--- src/rtl/decode_pipe_ctrl_pkg.sv ---
// Shared encodings for the ID->EX decode stage: opcode classes/functions,
// control-field encodings, FSM state codes and the registered control bundle.
package decode_pipe_ctrl_pkg;

  localparam int unsigned ALU_OP_BITS = 3;
  localparam int unsigned MEM_OP_BITS = 2;
  localparam int unsigned JUMP_BITS   = 3;

  localparam logic [1:0] CLS_REG = 2'b00;
  localparam logic [1:0] CLS_IMM = 2'b01;
  localparam logic [1:0] CLS_MEM = 2'b10;
  localparam logic [1:0] CLS_JMP = 2'b11;

  // Function field (low opcode bits); ALU functions are shared by reg and imm classes
  localparam logic [3:0] FN_NOP  = 4'd0;
  localparam logic [3:0] FN_ADD  = 4'd1;
  localparam logic [3:0] FN_SUB  = 4'd2;
  localparam logic [3:0] FN_AND  = 4'd3;
  localparam logic [3:0] FN_OR   = 4'd4;
  localparam logic [3:0] FN_XOR  = 4'd5;
  localparam logic [3:0] FN_CMP  = 4'd6;
  localparam logic [3:0] FN_TEST = 4'd7;
  localparam logic [3:0] FN_LW   = 4'd0;
  localparam logic [3:0] FN_LA   = 4'd1;
  localparam logic [3:0] FN_SW   = 4'd2;
  localparam logic [3:0] FN_SA   = 4'd3;
  localparam logic [3:0] FN_J    = 4'd0;
  localparam logic [3:0] FN_JZ   = 4'd1;
  localparam logic [3:0] FN_JNZ  = 4'd2;
  localparam logic [3:0] FN_JR   = 4'd3;

  localparam logic [5:0] OP_CODE_NOP   = {CLS_REG, FN_NOP};
  localparam logic [5:0] OP_CODE_ADD   = {CLS_REG, FN_ADD};
  localparam logic [5:0] OP_CODE_SUB   = {CLS_REG, FN_SUB};
  localparam logic [5:0] OP_CODE_AND   = {CLS_REG, FN_AND};
  localparam logic [5:0] OP_CODE_OR    = {CLS_REG, FN_OR};
  localparam logic [5:0] OP_CODE_XOR   = {CLS_REG, FN_XOR};
  localparam logic [5:0] OP_CODE_CMP   = {CLS_REG, FN_CMP};
  localparam logic [5:0] OP_CODE_TEST  = {CLS_REG, FN_TEST};
  localparam logic [5:0] OP_CODE_ADDI  = {CLS_IMM, FN_ADD};
  localparam logic [5:0] OP_CODE_CMPI  = {CLS_IMM, FN_CMP};
  localparam logic [5:0] OP_CODE_TESTI = {CLS_IMM, FN_TEST};
  localparam logic [5:0] OP_CODE_LW    = {CLS_MEM, FN_LW};
  localparam logic [5:0] OP_CODE_LA    = {CLS_MEM, FN_LA};
  localparam logic [5:0] OP_CODE_SW    = {CLS_MEM, FN_SW};
  localparam logic [5:0] OP_CODE_SA    = {CLS_MEM, FN_SA};
  localparam logic [5:0] OP_CODE_J     = {CLS_JMP, FN_J};
  localparam logic [5:0] OP_CODE_JZ    = {CLS_JMP, FN_JZ};
  localparam logic [5:0] OP_CODE_JNZ   = {CLS_JMP, FN_JNZ};
  localparam logic [5:0] OP_CODE_JR    = {CLS_JMP, FN_JR};

  localparam logic [ALU_OP_BITS-1:0] ALU_OP_NOP  = 3'd0;
  localparam logic [ALU_OP_BITS-1:0] ALU_OP_ADD  = 3'd1;
  localparam logic [ALU_OP_BITS-1:0] ALU_OP_SUB  = 3'd2;
  localparam logic [ALU_OP_BITS-1:0] ALU_OP_AND  = 3'd3;
  localparam logic [ALU_OP_BITS-1:0] ALU_OP_OR   = 3'd4;
  localparam logic [ALU_OP_BITS-1:0] ALU_OP_XOR  = 3'd5;
  localparam logic [ALU_OP_BITS-1:0] ALU_OP_CMP  = 3'd6;
  localparam logic [ALU_OP_BITS-1:0] ALU_OP_TEST = 3'd7;

  localparam logic [MEM_OP_BITS-1:0] MEM_OP_NOP   = 2'd0;
  localparam logic [MEM_OP_BITS-1:0] MEM_OP_READ  = 2'd1;
  localparam logic [MEM_OP_BITS-1:0] MEM_OP_WRITE = 2'd2;

  localparam logic [JUMP_BITS-1:0] JMP_OP_NOP = 3'd0;
  localparam logic [JUMP_BITS-1:0] JMP_OP_J   = 3'd1;
  localparam logic [JUMP_BITS-1:0] JMP_OP_JZ  = 3'd2;
  localparam logic [JUMP_BITS-1:0] JMP_OP_JNZ = 3'd3;
  localparam logic [JUMP_BITS-1:0] JMP_OP_JR  = 3'd4;

  localparam logic [0:0] ST_RUN   = 1'b0;
  localparam logic [0:0] ST_STALL = 1'b1;

  typedef struct packed {
    logic                   reg_dst;
    logic                   alu_src;
    logic                   mem_to_reg;
    logic                   reg_write;
    logic                   address_src;
    logic [ALU_OP_BITS-1:0] alu_op;
    logic [MEM_OP_BITS-1:0] mem_op;
    logic [JUMP_BITS-1:0]   jop;
  } ctrl_t;

  localparam ctrl_t CTRL_NOP = '0;

endpackage

--- src/rtl/decode_pipe_ctrl_if.sv ---
// Issue-side handshake plus registered control bundle of the decode stage.
interface decode_pipe_ctrl_if #(
  parameter int unsigned OP_BITS  = 6,
  parameter int unsigned REG_BITS = 5
);
  import decode_pipe_ctrl_pkg::*;

  logic                   in_valid;
  logic                   in_ready;
  logic [OP_BITS-1:0]     opcode;
  logic [REG_BITS-1:0]    rs;
  logic [REG_BITS-1:0]    rt;
  logic [REG_BITS-1:0]    rd;
  logic                   flush;
  logic                   hold;
  logic                   out_valid;
  logic                   reg_dst;
  logic                   alu_src;
  logic                   mem_to_reg;
  logic                   reg_write;
  logic                   address_src;
  logic [ALU_OP_BITS-1:0] alu_op;
  logic [MEM_OP_BITS-1:0] mem_op;
  logic [JUMP_BITS-1:0]   jop;
  logic [REG_BITS-1:0]    dst_reg;

  modport master (
    output in_valid, opcode, rs, rt, rd, flush, hold,
    input  in_ready, out_valid, reg_dst, alu_src, mem_to_reg, reg_write,
           address_src, alu_op, mem_op, jop, dst_reg
  );

  modport slave (
    input  in_valid, opcode, rs, rt, rd, flush, hold,
    output in_ready, out_valid, reg_dst, alu_src, mem_to_reg, reg_write,
           address_src, alu_op, mem_op, jop, dst_reg
  );
endinterface

--- src/rtl/decode_pipe_ctrl_ctrl_decode.sv ---
// Pure combinational opcode decoder: control bundle plus which source
// registers the instruction reads (for the load-use interlock).
module ctrl_decode
  import decode_pipe_ctrl_pkg::*;
#(
  parameter int unsigned OP_BITS = 6
) (
  input  logic [OP_BITS-1:0] opcode,
  output ctrl_t              ctrl,
  output logic               reads_rs,
  output logic               reads_rt
);

  logic [1:0]             cls;
  logic [31:0]            fn;
  logic [ALU_OP_BITS-1:0] alu;

  always_comb begin
    cls      = opcode[OP_BITS-1 -: 2];
    fn       = 32'(opcode[OP_BITS-3:0]);
    ctrl     = CTRL_NOP;
    reads_rs = 1'b0;
    reads_rt = 1'b0;
    alu      = ALU_OP_NOP;

    case (cls)
      CLS_REG, CLS_IMM: begin
        case (fn)
          32'(FN_ADD):  alu = ALU_OP_ADD;
          32'(FN_SUB):  alu = ALU_OP_SUB;
          32'(FN_AND):  alu = ALU_OP_AND;
          32'(FN_OR):   alu = ALU_OP_OR;
          32'(FN_XOR):  alu = ALU_OP_XOR;
          32'(FN_CMP):  alu = ALU_OP_CMP;
          32'(FN_TEST): alu = ALU_OP_TEST;
          default:      alu = ALU_OP_NOP;
        endcase
        // NOP function and undefined functions both leave the full NOP bundle
        if (alu != ALU_OP_NOP) begin
          ctrl.alu_op    = alu;
          ctrl.reg_dst   = (cls == CLS_REG);
          ctrl.alu_src   = (cls == CLS_IMM);
          ctrl.reg_write = !(alu == ALU_OP_CMP || alu == ALU_OP_TEST);
          reads_rs       = 1'b1;
          reads_rt       = (cls == CLS_REG);
        end
      end
      CLS_MEM: begin
        case (fn)
          32'(FN_LW): begin
            ctrl.alu_src    = 1'b1;
            ctrl.mem_to_reg = 1'b1;
            ctrl.alu_op     = ALU_OP_ADD;
            ctrl.mem_op     = MEM_OP_READ;
            ctrl.reg_write  = 1'b1;
            reads_rs        = 1'b1;
          end
          32'(FN_LA): begin
            ctrl.alu_src     = 1'b1;
            ctrl.mem_to_reg  = 1'b1;
            ctrl.address_src = 1'b1;
            ctrl.mem_op      = MEM_OP_READ;
            ctrl.reg_write   = 1'b1;
          end
          32'(FN_SW): begin
            ctrl.alu_src    = 1'b1;
            ctrl.mem_to_reg = 1'b1;
            ctrl.alu_op     = ALU_OP_ADD;
            ctrl.mem_op     = MEM_OP_WRITE;
            reads_rs        = 1'b1;
            reads_rt        = 1'b1;
          end
          32'(FN_SA): begin
            ctrl.alu_src     = 1'b1;
            ctrl.mem_to_reg  = 1'b1;
            ctrl.address_src = 1'b1;
            ctrl.mem_op      = MEM_OP_WRITE;
            reads_rt         = 1'b1;
          end
          default: ;
        endcase
      end
      default: begin
        case (fn)
          32'(FN_J):   ctrl.jop = JMP_OP_J;
          32'(FN_JZ):  ctrl.jop = JMP_OP_JZ;
          32'(FN_JNZ): ctrl.jop = JMP_OP_JNZ;
          32'(FN_JR): begin
            ctrl.jop = JMP_OP_JR;
            reads_rs = 1'b1;
          end
          default: ;
        endcase
      end
    endcase
  end

endmodule

--- src/rtl/decode_pipe_ctrl.sv ---
// Registered ID->EX decode stage with load-use interlock, branch flush and
// downstream hold. Fetch stalls whenever in_ready is low.
module decode_pipe_ctrl
  import decode_pipe_ctrl_pkg::*;
#(
  parameter int unsigned OP_BITS         = 6,
  parameter int unsigned REG_BITS        = 5,
  parameter int unsigned LOAD_USE_STALLS = 1
) (
  input logic               clk,
  input logic               reset,
  decode_pipe_ctrl_if.slave bus
);

  localparam int unsigned CNT_BITS = (LOAD_USE_STALLS > 1) ? $clog2(LOAD_USE_STALLS) : 1;
  localparam logic [CNT_BITS-1:0] CNT_LOAD =
    CNT_BITS'((LOAD_USE_STALLS > 0) ? LOAD_USE_STALLS - 1 : 0);

  ctrl_t               dec_ctrl;
  logic                dec_rs;
  logic                dec_rt;
  logic [REG_BITS-1:0] dst_next;
  logic                hazard;

  logic [0:0]          state;
  logic [CNT_BITS-1:0] cnt;
  logic                trk_load;
  logic [REG_BITS-1:0] trk_reg;
  logic                out_valid_q;
  ctrl_t               ctrl_q;
  logic [REG_BITS-1:0] dst_q;

  ctrl_decode #(.OP_BITS(OP_BITS)) u_decode (
    .opcode   (bus.opcode),
    .ctrl     (dec_ctrl),
    .reads_rs (dec_rs),
    .reads_rt (dec_rt)
  );

  always_comb begin
    dst_next = dec_ctrl.reg_dst ? bus.rd : bus.rt;
    hazard   = (LOAD_USE_STALLS > 0) && trk_load && (trk_reg != '0) &&
               ((dec_rs && bus.rs == trk_reg) || (dec_rt && bus.rt == trk_reg));
    bus.in_ready = !bus.flush && !bus.hold && (state == ST_RUN) && bus.in_valid && !hazard;
  end

  // A single-bubble interlock never enters STALL: the hazard cycle is the bubble.
  always_ff @(posedge clk) begin
    if (reset || bus.flush) begin
      state       <= ST_RUN;
      cnt         <= '0;
      trk_load    <= 1'b0;
      trk_reg     <= '0;
      out_valid_q <= 1'b0;
      ctrl_q      <= CTRL_NOP;
      dst_q       <= '0;
    end else if (!bus.hold) begin
      if (state == ST_STALL || !bus.in_valid || hazard) begin
        out_valid_q <= 1'b0;
        ctrl_q      <= CTRL_NOP;
        dst_q       <= '0;
        trk_load    <= 1'b0;
        trk_reg     <= '0;
        if (state == ST_STALL) begin
          cnt <= cnt - CNT_BITS'(1);
          if (cnt <= CNT_BITS'(1)) state <= ST_RUN;
        end else if (bus.in_valid) begin
          cnt   <= CNT_LOAD;
          state <= (CNT_LOAD == '0) ? ST_RUN : ST_STALL;
        end
      end else begin
        out_valid_q <= 1'b1;
        ctrl_q      <= dec_ctrl;
        dst_q       <= dst_next;
        trk_load    <= (dec_ctrl.mem_op == MEM_OP_READ);
        trk_reg     <= dst_next;
      end
    end
  end

  assign bus.out_valid   = out_valid_q;
  assign bus.reg_dst     = ctrl_q.reg_dst;
  assign bus.alu_src     = ctrl_q.alu_src;
  assign bus.mem_to_reg  = ctrl_q.mem_to_reg;
  assign bus.reg_write   = ctrl_q.reg_write;
  assign bus.address_src = ctrl_q.address_src;
  assign bus.alu_op      = ctrl_q.alu_op;
  assign bus.mem_op      = ctrl_q.mem_op;
  assign bus.jop         = ctrl_q.jop;
  assign bus.dst_reg     = dst_q;

endmodule

--- src/flat_wrapper.sv ---
// flat-port wrapper written by rule: the top's interface ports become plain ports
module decode_pipe_ctrl_flat import decode_pipe_ctrl_pkg::*;
#(
  parameter int unsigned OP_BITS         = 6,
  parameter int unsigned REG_BITS        = 5,
  parameter int unsigned LOAD_USE_STALLS = 1
)
  (clk, reset, bus_in_valid, bus_opcode, bus_rs, bus_rt, bus_rd, bus_flush, bus_hold, bus_in_ready, bus_out_valid, bus_reg_dst, bus_alu_src, bus_mem_to_reg, bus_reg_write, bus_address_src, bus_alu_op, bus_mem_op, bus_jop, bus_dst_reg);
  decode_pipe_ctrl_if #(.OP_BITS(OP_BITS), .REG_BITS(REG_BITS)) bus_i ();
  input logic clk;
  input logic reset;
  input wire logic [$bits(bus_i.in_valid)-1:0] bus_in_valid;
  input wire logic [$bits(bus_i.opcode)-1:0] bus_opcode;
  input wire logic [$bits(bus_i.rs)-1:0] bus_rs;
  input wire logic [$bits(bus_i.rt)-1:0] bus_rt;
  input wire logic [$bits(bus_i.rd)-1:0] bus_rd;
  input wire logic [$bits(bus_i.flush)-1:0] bus_flush;
  input wire logic [$bits(bus_i.hold)-1:0] bus_hold;
  output wire logic [$bits(bus_i.in_ready)-1:0] bus_in_ready;
  output wire logic [$bits(bus_i.out_valid)-1:0] bus_out_valid;
  output wire logic [$bits(bus_i.reg_dst)-1:0] bus_reg_dst;
  output wire logic [$bits(bus_i.alu_src)-1:0] bus_alu_src;
  output wire logic [$bits(bus_i.mem_to_reg)-1:0] bus_mem_to_reg;
  output wire logic [$bits(bus_i.reg_write)-1:0] bus_reg_write;
  output wire logic [$bits(bus_i.address_src)-1:0] bus_address_src;
  output wire logic [$bits(bus_i.alu_op)-1:0] bus_alu_op;
  output wire logic [$bits(bus_i.mem_op)-1:0] bus_mem_op;
  output wire logic [$bits(bus_i.jop)-1:0] bus_jop;
  output wire logic [$bits(bus_i.dst_reg)-1:0] bus_dst_reg;
  assign bus_i.in_valid = bus_in_valid;
  assign bus_i.opcode = bus_opcode;
  assign bus_i.rs = bus_rs;
  assign bus_i.rt = bus_rt;
  assign bus_i.rd = bus_rd;
  assign bus_i.flush = bus_flush;
  assign bus_i.hold = bus_hold;
  assign bus_in_ready = bus_i.in_ready;
  assign bus_out_valid = bus_i.out_valid;
  assign bus_reg_dst = bus_i.reg_dst;
  assign bus_alu_src = bus_i.alu_src;
  assign bus_mem_to_reg = bus_i.mem_to_reg;
  assign bus_reg_write = bus_i.reg_write;
  assign bus_address_src = bus_i.address_src;
  assign bus_alu_op = bus_i.alu_op;
  assign bus_mem_op = bus_i.mem_op;
  assign bus_jop = bus_i.jop;
  assign bus_dst_reg = bus_i.dst_reg;
  decode_pipe_ctrl #(.OP_BITS(OP_BITS), .REG_BITS(REG_BITS), .LOAD_USE_STALLS(LOAD_USE_STALLS)) u_core (.clk(clk), .reset(reset), .bus(bus_i));
endmodule
--- config.mk ---
export PLATFORM = sky130hd
export DESIGN_NAME = decode_pipe_ctrl_flat
export DESIGN_NICKNAME = d
export VERILOG_FILES = /design/src/rtl/decode_pipe_ctrl_pkg.sv /design/src/rtl/decode_pipe_ctrl_if.sv /design/src/rtl/decode_pipe_ctrl_ctrl_decode.sv /design/src/rtl/decode_pipe_ctrl.sv /design/src/flat_wrapper.sv
export SDC_FILE = /design/constraint.sdc
export NUM_CORES = 1
export LEC_CHECK = 0
export BUFFER_PORTS_ARGS = -buffer_cell sky130_fd_sc_hd__buf_2
export CELL_PAD_IN_SITES_DETAIL_PLACEMENT = 1
export CELL_PAD_IN_SITES_GLOBAL_PLACEMENT = 1
export CORE_MARGIN = 2
export CORE_UTILIZATION = 32
export DETAILED_ROUTE_END_ITERATION = 8
export PLACE_DENSITY_LB_ADDON = 0.1
export SLEW_MARGIN = 20
export SYNTH_ARGS = -nofsm -noshare
export SYNTH_HDL_FRONTEND = slang
export SYNTH_HIERARCHICAL = 1
export SYNTH_SLANG_ARGS = --single-unit
--- constraint.sdc ---
create_clock -name clk -period 2.7 [get_ports clk]
set_clock_uncertainty 0.1 [all_clocks]
set_input_delay 0.81 -clock clk [delete_from_list [all_inputs] [get_ports clk]]
set_output_delay 0.81 -clock clk [all_outputs]
set_load 0.01 [all_outputs]
# Word-level counts from Yosys, hierarchy flattened
# Index checks and enable logic that the tools add are counted.
[classes]
addsub = 1
n_lt_le_gt_ge = 1
n_eq_ne = 14
mux = 35
bitwise = 2
n_reduce_logical = 32
[ops]
columns = ["cell", "count"]
rows = [
  ["$pmux W3 S7", 1],
  ["$mux W1", 18],
  ["$eq A4 B3 Y1 const B", 4],
  ["$mux W13", 1],
  ["$pmux W3 S4", 1],
  ["$eq A5 B5 Y1", 2],
  ["$mux W5", 2],
  ["$reduce_or A2 Y1", 5],
  ["$mux W3", 3],
  ["$eq A4 B2 Y1 const B", 2],
  ["$logic_and A1 B1 Y1", 8],
  ["$pmux W1 S2", 4],
  ["$eq A3 B3 Y1 const B", 2],
  ["$mux W2", 3],
  ["$pmux W3 S2", 1],
  ["$logic_not A1 Y1", 5],
  ["$logic_or A1 B1 Y1", 5],
  ["$reduce_bool A5 Y1", 1],
  ["$eq A2 B1 Y1 const B", 2],
  ["$eq A4 B1 Y1 const B", 1],
  ["$logic_not A4 Y1", 1],
  ["$pmux W2 S2", 1],
  ["$reduce_or A4 Y1", 1],
  ["$reduce_and A3 Y1", 1],
  ["9 further kinds", 10],
]
[totals]
ff_bits = 22
input_bits = 26
out_inout_bits = 20
elab_cells = 98

# Depth between registers and ports, before layout
# Gate-level depths: netlist (run 1).
[logic_depth]
ltp_word = 11
mapped_depth = 8
mapped_depth_nobuf = 6

# Modules after synthesis
# The synthesis (run 1) kept the hierarchy.
[modules_own_cells]
columns = ["module", "instances", "cells_each", "area_per_inst_um2", "seq_area_each_um2"]
rows = [
  ["decode_pipe_ctrl", 1, 118, 1071.0, 400.4],
  ["ctrl_decode", 1, 40, 257.7, 0.0],
]

# Least setup slack after synthesis (run 1)
# No wires, ideal clock.
[synth_path]
path_type = "input port to output port"
from = "input port bus_opcode[0]"
to = "output port bus_in_ready"
arrival_time_ns = 1.985
required_time_ns = 1.790
setup_slack_ns = -0.195
cell_stages = 7
path_buffers = 1
path_cell_list = "buf_6 -> nor2_1 -> a2bb2oi_1 -> nor3_1 -> nand2_1 -> o22ai_2 -> a2111oi_2"
[synth_between]
elab_chain_cells = 11
word_cells_on_any_way = 26
classes_between = "eq/ne (7); mux (9); reduce/logical (10)"
[synth_rtl]
columns = ["element", "line", "source"]
rows = [
  ["from (decl)", "flat_wrapper.sv:13", "input wire logic [$bits(bus_i.opcode)-1:0] bus_opcode;"],
  ["$eq A4 B3 Y1 (tied with other cells)", "decode_pipe_ctrl_ctrl_decode.sv:28", "case (fn)"],
  ["$pmux W3 S7", "decode_pipe_ctrl_ctrl_decode.sv:28", ""],
  ["$mux W3", "decode_pipe_ctrl_ctrl_decode.sv:26", "case (cls)"],
  ["$reduce_bool A3 Y1", "decode_pipe_ctrl_ctrl_decode.sv:39", "if (alu != ALU_OP_NOP) begin"],
  ["$mux W1", "decode_pipe_ctrl_ctrl_decode.sv:39", ""],
  ["$pmux W1 S2 *", "decode_pipe_ctrl_ctrl_decode.sv:26", ""],
  ["via u_core.dec_rt", "decode_pipe_ctrl.sv:21", "logic dec_rt;"],
  ["$logic_and A1 B1 Y1 *", "decode_pipe_ctrl.sv:43", "((dec_rs && bus.rs == trk_reg) || (dec_rt && bus.rt == trk_reg));"],
  ["$logic_or A1 B1 Y1 *", "decode_pipe_ctrl.sv:43", ""],
  ["$logic_and A1 B1 Y1 *", "decode_pipe_ctrl.sv:42", "hazard = (LOAD_USE_STALLS > 0) && trk_load && (trk_reg != '0) &&"],
  ["$logic_not A1 Y1 *", "decode_pipe_ctrl.sv:44", "bus.in_ready = !bus.flush && !bus.hold && (state == ST_RUN) && bus.in_valid && !hazard;"],
  ["$logic_and A1 B1 Y1 *", "decode_pipe_ctrl.sv:44", ""],
  ["to (decl)", "flat_wrapper.sv:19", "output wire logic [$bits(bus_i.in_ready)-1:0] bus_in_ready;"],
]
# The timed path passes the listed nets; every way through them passes the cells marked *. The select of a mux whose other input is x is not followed.

# Worst setup path after layout (run 1)
[layout_path]
from = "input port bus_opcode[5]"
to = "output port bus_in_ready"
[layout_between]
elab_chain_cells = 8
word_cells_on_any_way = 13
classes_between = "eq/ne (2); mux (3); reduce/logical (8)"
[layout_rtl]
columns = ["element", "line", "source"]
rows = [
  ["$eq A2 B1 Y1 or $logic_not A2 Y1 (tied branches)", "decode_pipe_ctrl_ctrl_decode.sv:26", ""],
  ["$reduce_or A2 Y1", "decode_pipe_ctrl_ctrl_decode.sv:26", ""],
  ["$pmux W1 S2 *", "decode_pipe_ctrl_ctrl_decode.sv:26", ""],
  ["via u_core.dec_rs", "decode_pipe_ctrl.sv:20", "logic dec_rs;"],
  ["$logic_and A1 B1 Y1 *", "decode_pipe_ctrl.sv:43", ""],
  ["$logic_or A1 B1 Y1 *", "decode_pipe_ctrl.sv:43", ""],
  ["$logic_and A1 B1 Y1 *", "decode_pipe_ctrl.sv:42", ""],
  ["$logic_not A1 Y1 *", "decode_pipe_ctrl.sv:44", ""],
  ["$logic_and A1 B1 Y1 *", "decode_pipe_ctrl.sv:44", ""],
]
# The timed path passes the listed nets; every way through them passes the cells marked *.

==> results of run 1 <==
-- cell families (layout without fill, tap and decap cells) --
group | count (synthesis) | after routing
buf+inv | 18 | 79
xor+xnor | 11 | 11
compound gates | 49 | 49
mux | 5 | 5
simple gates | 55 | 55
flops | 20 | 20
-- path summary, 6_finish.rpt --
kind,from,end,cells after the start
worst max-delay path,bus_opcode[5],bus_in_ready,8
worst min-delay path,u_core/bus.mem_to_reg$_SDFFE_PP0N_,u_core/bus.mem_to_reg$_SDFFE_PP0N_,2
worst max register to register,u_core/bus.dst_reg[0]$_SDFFE_PP0N_,u_core/trk_load$_SDFFE_PP0N_,5
worst min register to register,u_core/bus.mem_to_reg$_SDFFE_PP0N_,u_core/bus.mem_to_reg$_SDFFE_PP0N_,2
-- stage by stage --
stage | TNS (ns) | setup WS [ns]
after global routing | -0.2937 | -0.2937
after detailed placement | -0.4086 | -0.4086
after floorplan | -0.04792 | -0.04792
final | -0.2358 | -0.2358
after CTS | -0.2280 | -0.2280
after global placement | -0.2425 | -0.2425
-- power breakdown --
group / switching [mW] / internal, mW
Sequential: 0.00565 / 0.301
Combinational: 0.0813 / 0.0794
Clock: 0.114 / 0.198
Total: 0.201 / 0.578
-- critical path, cell delays in order --
cell	delay, ns
buf_6	0.11
nor2b_4	0.13
nand2_2	0.09
a41oi_2	0.16
nand2_2	0.13
o22ai_4	0.09
a2111oi_4	0.33
buf_2	0.17
-- area by class of cell --
type | instances | area (um2)
tap | 50 | 62.56
clock buffer | 3 | 41.29
inverter | 3 | 11.26
fill | 486 | 2106
clock inverter | 1 | 30.03
multi-input combinational | 120 | 888.4
timing repair buffer | 72 | 460.4
sequential | 20 | 400.4
-- routing by layer --
| layer | share of wire [%] | global-route usage (%) | vias up |
|---|---|---|---|
| li1 | - | - | 713 |
| met1 | 42 | 25.32 | 707 |
| met2 | 51 | 35.22 | 38 |
| met3 | 4.2 | 3.618 | 12 |
| met4 | 2.9 | 6.250 | 0 |
| met5 | 0 | 0 | - |
-- cells in the final DEF, fill, tap and decap left out, types with 2 or more instances in the layout --
cell,instances
a21oi_1,3
a22oi_1,2
a32oi_1,18
and3_1,2
buf_2,41
buf_4,26
buf_6,4
clkbuf_8,3
dfxtp_1,20
inv_1,2
mux2_2,5
nand2_1,21
nand2_2,3
nand2b_1,3
nand4_1,3
nor2_1,5
nor2_4,2
nor3_1,3
nor3b_1,2
nor4_1,2
o21ai_0,8
o21ai_1,5
o21ai_2,6
o221ai_1,2
xnor2_1,11
-- repair_timing --
| action | in CTS | in global routing |
|---|---|---|
| pin swaps | 7 | 10 |
| setup endpoints to repair | 1 | 1 |
| resized for setup | 9 | 12 |
| buffers inserted | 3 | 2 |
| hold buffers | 0 | 0 |
| endpoints found under the hold margin | 0 | 0 |
==> results.yml, run 1 <==
global_routing:
  initial_antenna_violation_count: 0
  grt_pass1_vias: 1451
  track_usage_pct: 20.33
  grt_start_max_net_pins: 21
  grt_pass1_wl_mm: 7.072
  overflow: 0
synthesis:
  avgSynthCellArea_um2: 8.410
  synth_top_cells_by_area: "dfxtp_1 (30%), a32oi_1 (12%), xnor2_1 (7.3%)"
  most_common_cell_in_the_netlist: "nand2_1"
  ys_ff_latch: 20
  yosys_warnings: 6
  synthesis.area_um2: 1329
  synth_enable_flop_cells: 0
  yosys.area.top_type: "dfxtp_1"
  synthesis.instances: 158
  ys_seq_area_share_pct: 30.13
  synth_adder_area_share_pct: 0
  synth_simple_gate_area_share_pct: 21.00
  synth_top_area_share_pct: 30.13
  net_count_after_synthesis: 184
  synth_xor_xnor_area_share_pct: 7.250
  synth-main-ff-cell: "dfxtp_1"
  post_synth_num_cell_types: 36
  largest_family_of_logic_cells_by_synthesized_area: "compound AO/OA/AOI/OAI gates"
  asyncSetResetFlopFracSynth_pct: 0
  synth_compound_gate_area_share_pct: 28.34
  ys_top_cells_by_count: "nand2_1 (24), dfxtp_1 (20), a32oi_1 (18), xnor2_1 (11), o21ai_0 (8)"
  muxShareOfSynthArea_pct: 4.237
pwr:
  total_power_mw: 0.7797
  power-per-cell-area_nw_per_um2: 411.6
  p_leak_nw: 0.7817
  irDropWorstVdd_uv: 200.6
setup_path:
  setup.worst_path.class: "in -> out"
  cp_data_required_time_ns: 1.79
  cp_data_arrival_time_ns: 2.03
  crit_path_max_fanout: 7
  worst_setup_path_end_kind: "output port"
  worst-r2r-setup-slack_ns: 0.89
  startpoint_type: "input port"
placed_design:
  place_area_um2: 1714
  dpl.hpwl_mm: 3.363
  port_buffers: 45
  globalplace.congestion: 0.9022
  placedCellCount: 260
timing:
  portion_of_the_clock_cycle_consumed_by_the_worst_path_in_the_final_layout_pct: 108.7
  timing.fmax_mhz: 340.6
  finalHoldViolations: 0
  setup_viol_count_final: 1
  timing.max_slew.rel_slack_pct: 65.32
  post-route-worst-setup-slack_ns: -0.2358
  period_minus_slack_ns: 2.936
  hold_ws_ns: 0.3770
  slew_violations: 0
  grt_setup_unrepaired: "true"
  tightest_slew_ns: 0.5154
run_status:
  outcome: "finished, violations left"
  violations_in_the_final_reports: "setup timing"
routing:
  wire_per_inst_um: 17.28
  detailedRoute.firstPassIterationCount: 4
  drt_iter0_markers: 25
  route.antenna.remaining_nets: 0
  remaining_drc_errors: 0
  routed_wl_mm: 4.649
  route.detailed.vias_per_inst: 5.465
  vias: 1470
clocking:
  cts_sinks: 20
  clock_latency_ns: 0.26
  cts_buffer_depth: 2
  cts_tree: "done"
  cts_root_buf: "clkbuf_8"
  cts_buffers: 3
  cts.clk_slew.worst_paths_ns: 0.09
  cts_max_level: 1
finish:
  final_core_area_utilization_pct: 47.36
  area_growth_pct: 42.56
  antennaDiodeCount: 0
  final_net_count: 246
  largest_reg_flops: 5
  cell_area_after_layout_um2: 1894
  stdcell_count: 269
  final_layout_size_suffix_gt1_share_pct: 46.12
die:
  floorplan.io_pins: 46
  start_util_pct: 33.22
  total_die_area_um2: 4684
  floorplan.rows: 23
  fp.coreArea_um2: 4000
  die_x_um: 68.44
  die_height_um: 68.44
worst_hold_path:
  hold_class: "reg -> reg"
run:
  max_cap_violations: 0
Note: power is estimated with default switching activity, not from simulation.
==> inputs of run 2 (changes only) <==
- GPL_TIMING_DRIVEN: unset -> 0
==> run 2 against run 1 <==
The flow still finishes with violations (setup timing). Sequential power hardly changed. Non-clock buffer count is 2 lower. Sequential share of layout area is 0.60 points higher. Combinational power is 5% lower. Critical path type unchanged. Highest routed layer unchanged.
==> results.yml, run 2 (synthesis gave the netlist of run 1 again) <==
die:
  total_die_area_um2: 4684
  die_x_um: 68.44
  start_util_pct: 33.22
  floorplan.rows: 23
  die_height_um: 68.44
  floorplan.io_pins: 46
  fp.coreArea_um2: 4000
worst_hold_path:
  hold_end: "u_core/bus.alu_src$_SDFFE_PP0N_"
  whs_path_depth: 2
  holdCritStartpoint: "u_core/bus.alu_src$_SDFFE_PP0N_"
  hold_class: "reg -> reg"
finish:
  final_layout_size_suffix_gt1_share_pct: 42.86
  area_growth_pct: 38.61
  num-fill-cells: 505
  largest_reg_flops: 5
  final_common_cell: "buf_2"
  antennaDiodeCount: 0
  final_cell_mix: "buf_2 (42), nand2_1 (21), dfxtp_1 (20)"
  final_net_count: 244
  final_core_area_utilization_pct: 46.04
pwr:
  total_power_mw: 0.6979
  p_leak_nw: 0.7421
  irDropWorstVdd_uv: 193.8
  power-per-cell-area_nw_per_um2: 378.9
routing:
  detailroute.wirelength.met3_um: 147
  wire_per_inst_um: 17.00
  detailedRoute.firstPassIterationCount: 4
  remaining_drc_errors: 0
  route.antenna.remaining_nets: 0
  drt_iter0_markers: 61
  routed_length_on_met2_mm: 2.356
  routed_wl_mm: 4.539
  route.detailed.vias_per_inst: 5.506
  vias: 1470
  dr.max_layer_used: "met4"
  met1Wirelength_mm: 2.018
placed_design:
  port_buffers: 43
  dpl.hpwl_mm: 3.300
  globalplace.congestion: 0.7753
global_routing:
  initial_antenna_violation_count: 0
  overflow: 0
  grt_start_max_net_pins: 12
  grt_pass1_vias: 1473
  track_usage_pct: 20.95
  grt_pass1_wl_mm: 7.403
timing:
  timing.fmax_mhz: 344.1
  post-route-worst-setup-slack_ns: -0.2063
  tightest_slew_ns: 0.5368
  slew_violations: 0
  grt_setup_unrepaired: "true"
  finalHoldViolations: 0
  setup_viol_count_final: 1
  portion_of_the_clock_cycle_consumed_by_the_worst_path_in_the_final_layout_pct: 107.6
  period_minus_slack_ns: 2.906
  timing.max_slew.rel_slack_pct: 63.88
  totalNegativeSetupSlack_ns: -0.2063
setup_path:
  worst-r2r-setup-slack_ns: 0.82
  cp_data_required_time_ns: 1.79
  setup.worst_path.class: "in -> out"
  worst_setup_path_end_kind: "output port"
  destination_of_the_worst_register_to_register_timing_path: "u_core/bus.address_src$_SDFFE_PP0N_"
  crit_path_max_fanout: 4
  startpoint_type: "input port"
  r2r_worst_path_depth: 6
  r2r-start: "u_core/bus.dst_reg[4]$_SDFFE_PP0N_"
  cp_data_arrival_time_ns: 2.00
clocking:
  cts_tree: "done"
  cts_max_level: 1
  cts_root_buf: "clkbuf_8"
  cts_sinks: 20
  cts.clk_slew.worst_paths_ns: 0.08
  cts_buffer_depth: 2
  clock_latency_ns: 0.26
  cts_buffers: 3
run_status:
  outcome: "finished, violations left"
  violations_in_the_final_reports: "setup timing"
run:
  max_cap_violations: 0
==> run 2: critical path: stages <==
cell and delay (ns):
buf_6 0.10, buf_6 0.11, or2_1 0.22, a41oi_2 0.21, nand2_2 0.11, o22ai_4 0.19, a2111oi_4 0.10, buf_2 0.15
==> run 2: worst max path at each step <==
stage | from | endpoint | slack [ns] | depth (start not counted)
after floorplan | bus_opcode[2] | bus_in_ready | -0.05 | 7
after detailed placement | bus_opcode[5] | bus_in_ready | -0.49 | 8
after global routing | bus_opcode[5] | bus_in_ready | -0.26 | 8
after CTS | bus_opcode[0] | bus_in_ready | -0.22 | 8
final | bus_opcode[5] | bus_in_ready | -0.21 | 8
after global placement | bus_opcode[5] | bus_in_ready | -0.49 | 8
==> run 2: area by class of cell <==
class | instances | area, um2 | share of cell area (%)
Inverter | 3 | 11.26 | 0.6114
Clock buffer | 4 | 55.05 | 2.989
Tap cell | 50 | 62.56 | 3.397
Sequential cell | 20 | 400.4 | 21.74
Buffer | 15 | 121.4 | 6.590
Multi-Input combinational cell | 120 | 877.1 | 47.62
Timing Repair Buffer | 55 | 314.1 | 17.05
==> run 2: metal layers <==
layer	vias up	global-route usage, %
met3	2	3.947
li1	710	-
met4	0	3.250
met1	735	27.83
met5	-	0
met2	23	35.58
==> run 2: what timing repair did <==
item | CTS | global route
hold buffers | 0 | 0
pin swaps | 8 | 8
setup buffers | 11 | 1
setup endpoints to repair | 1 | 1
gates resized for setup | 13 | 2
==> run 2: metrics by stage <==
step                instances  instance area (um2)  hold slack [ns]  worst slack [ns]
global placement          251                 1634           0.3453           -0.4887
global route              267                 1842           0.4047           -0.2640
CTS                       266                 1827           0.3737           -0.2156
finish                    267                 1842           0.3727           -0.2063
floorplan                 158                 1356           0.3808          -0.04792
detailed placement        251                 1634           0.3551           -0.4934
==> run 2: where the power goes <==
group          switching [mW]  leakage, nW  internal, mW  total (mW)
clock network           0.107       0.0288         0.130       0.237
registers             0.00695        0.162         0.301       0.308
logic                  0.0786        0.551        0.0748       0.153
total                   0.192        0.742         0.505       0.698
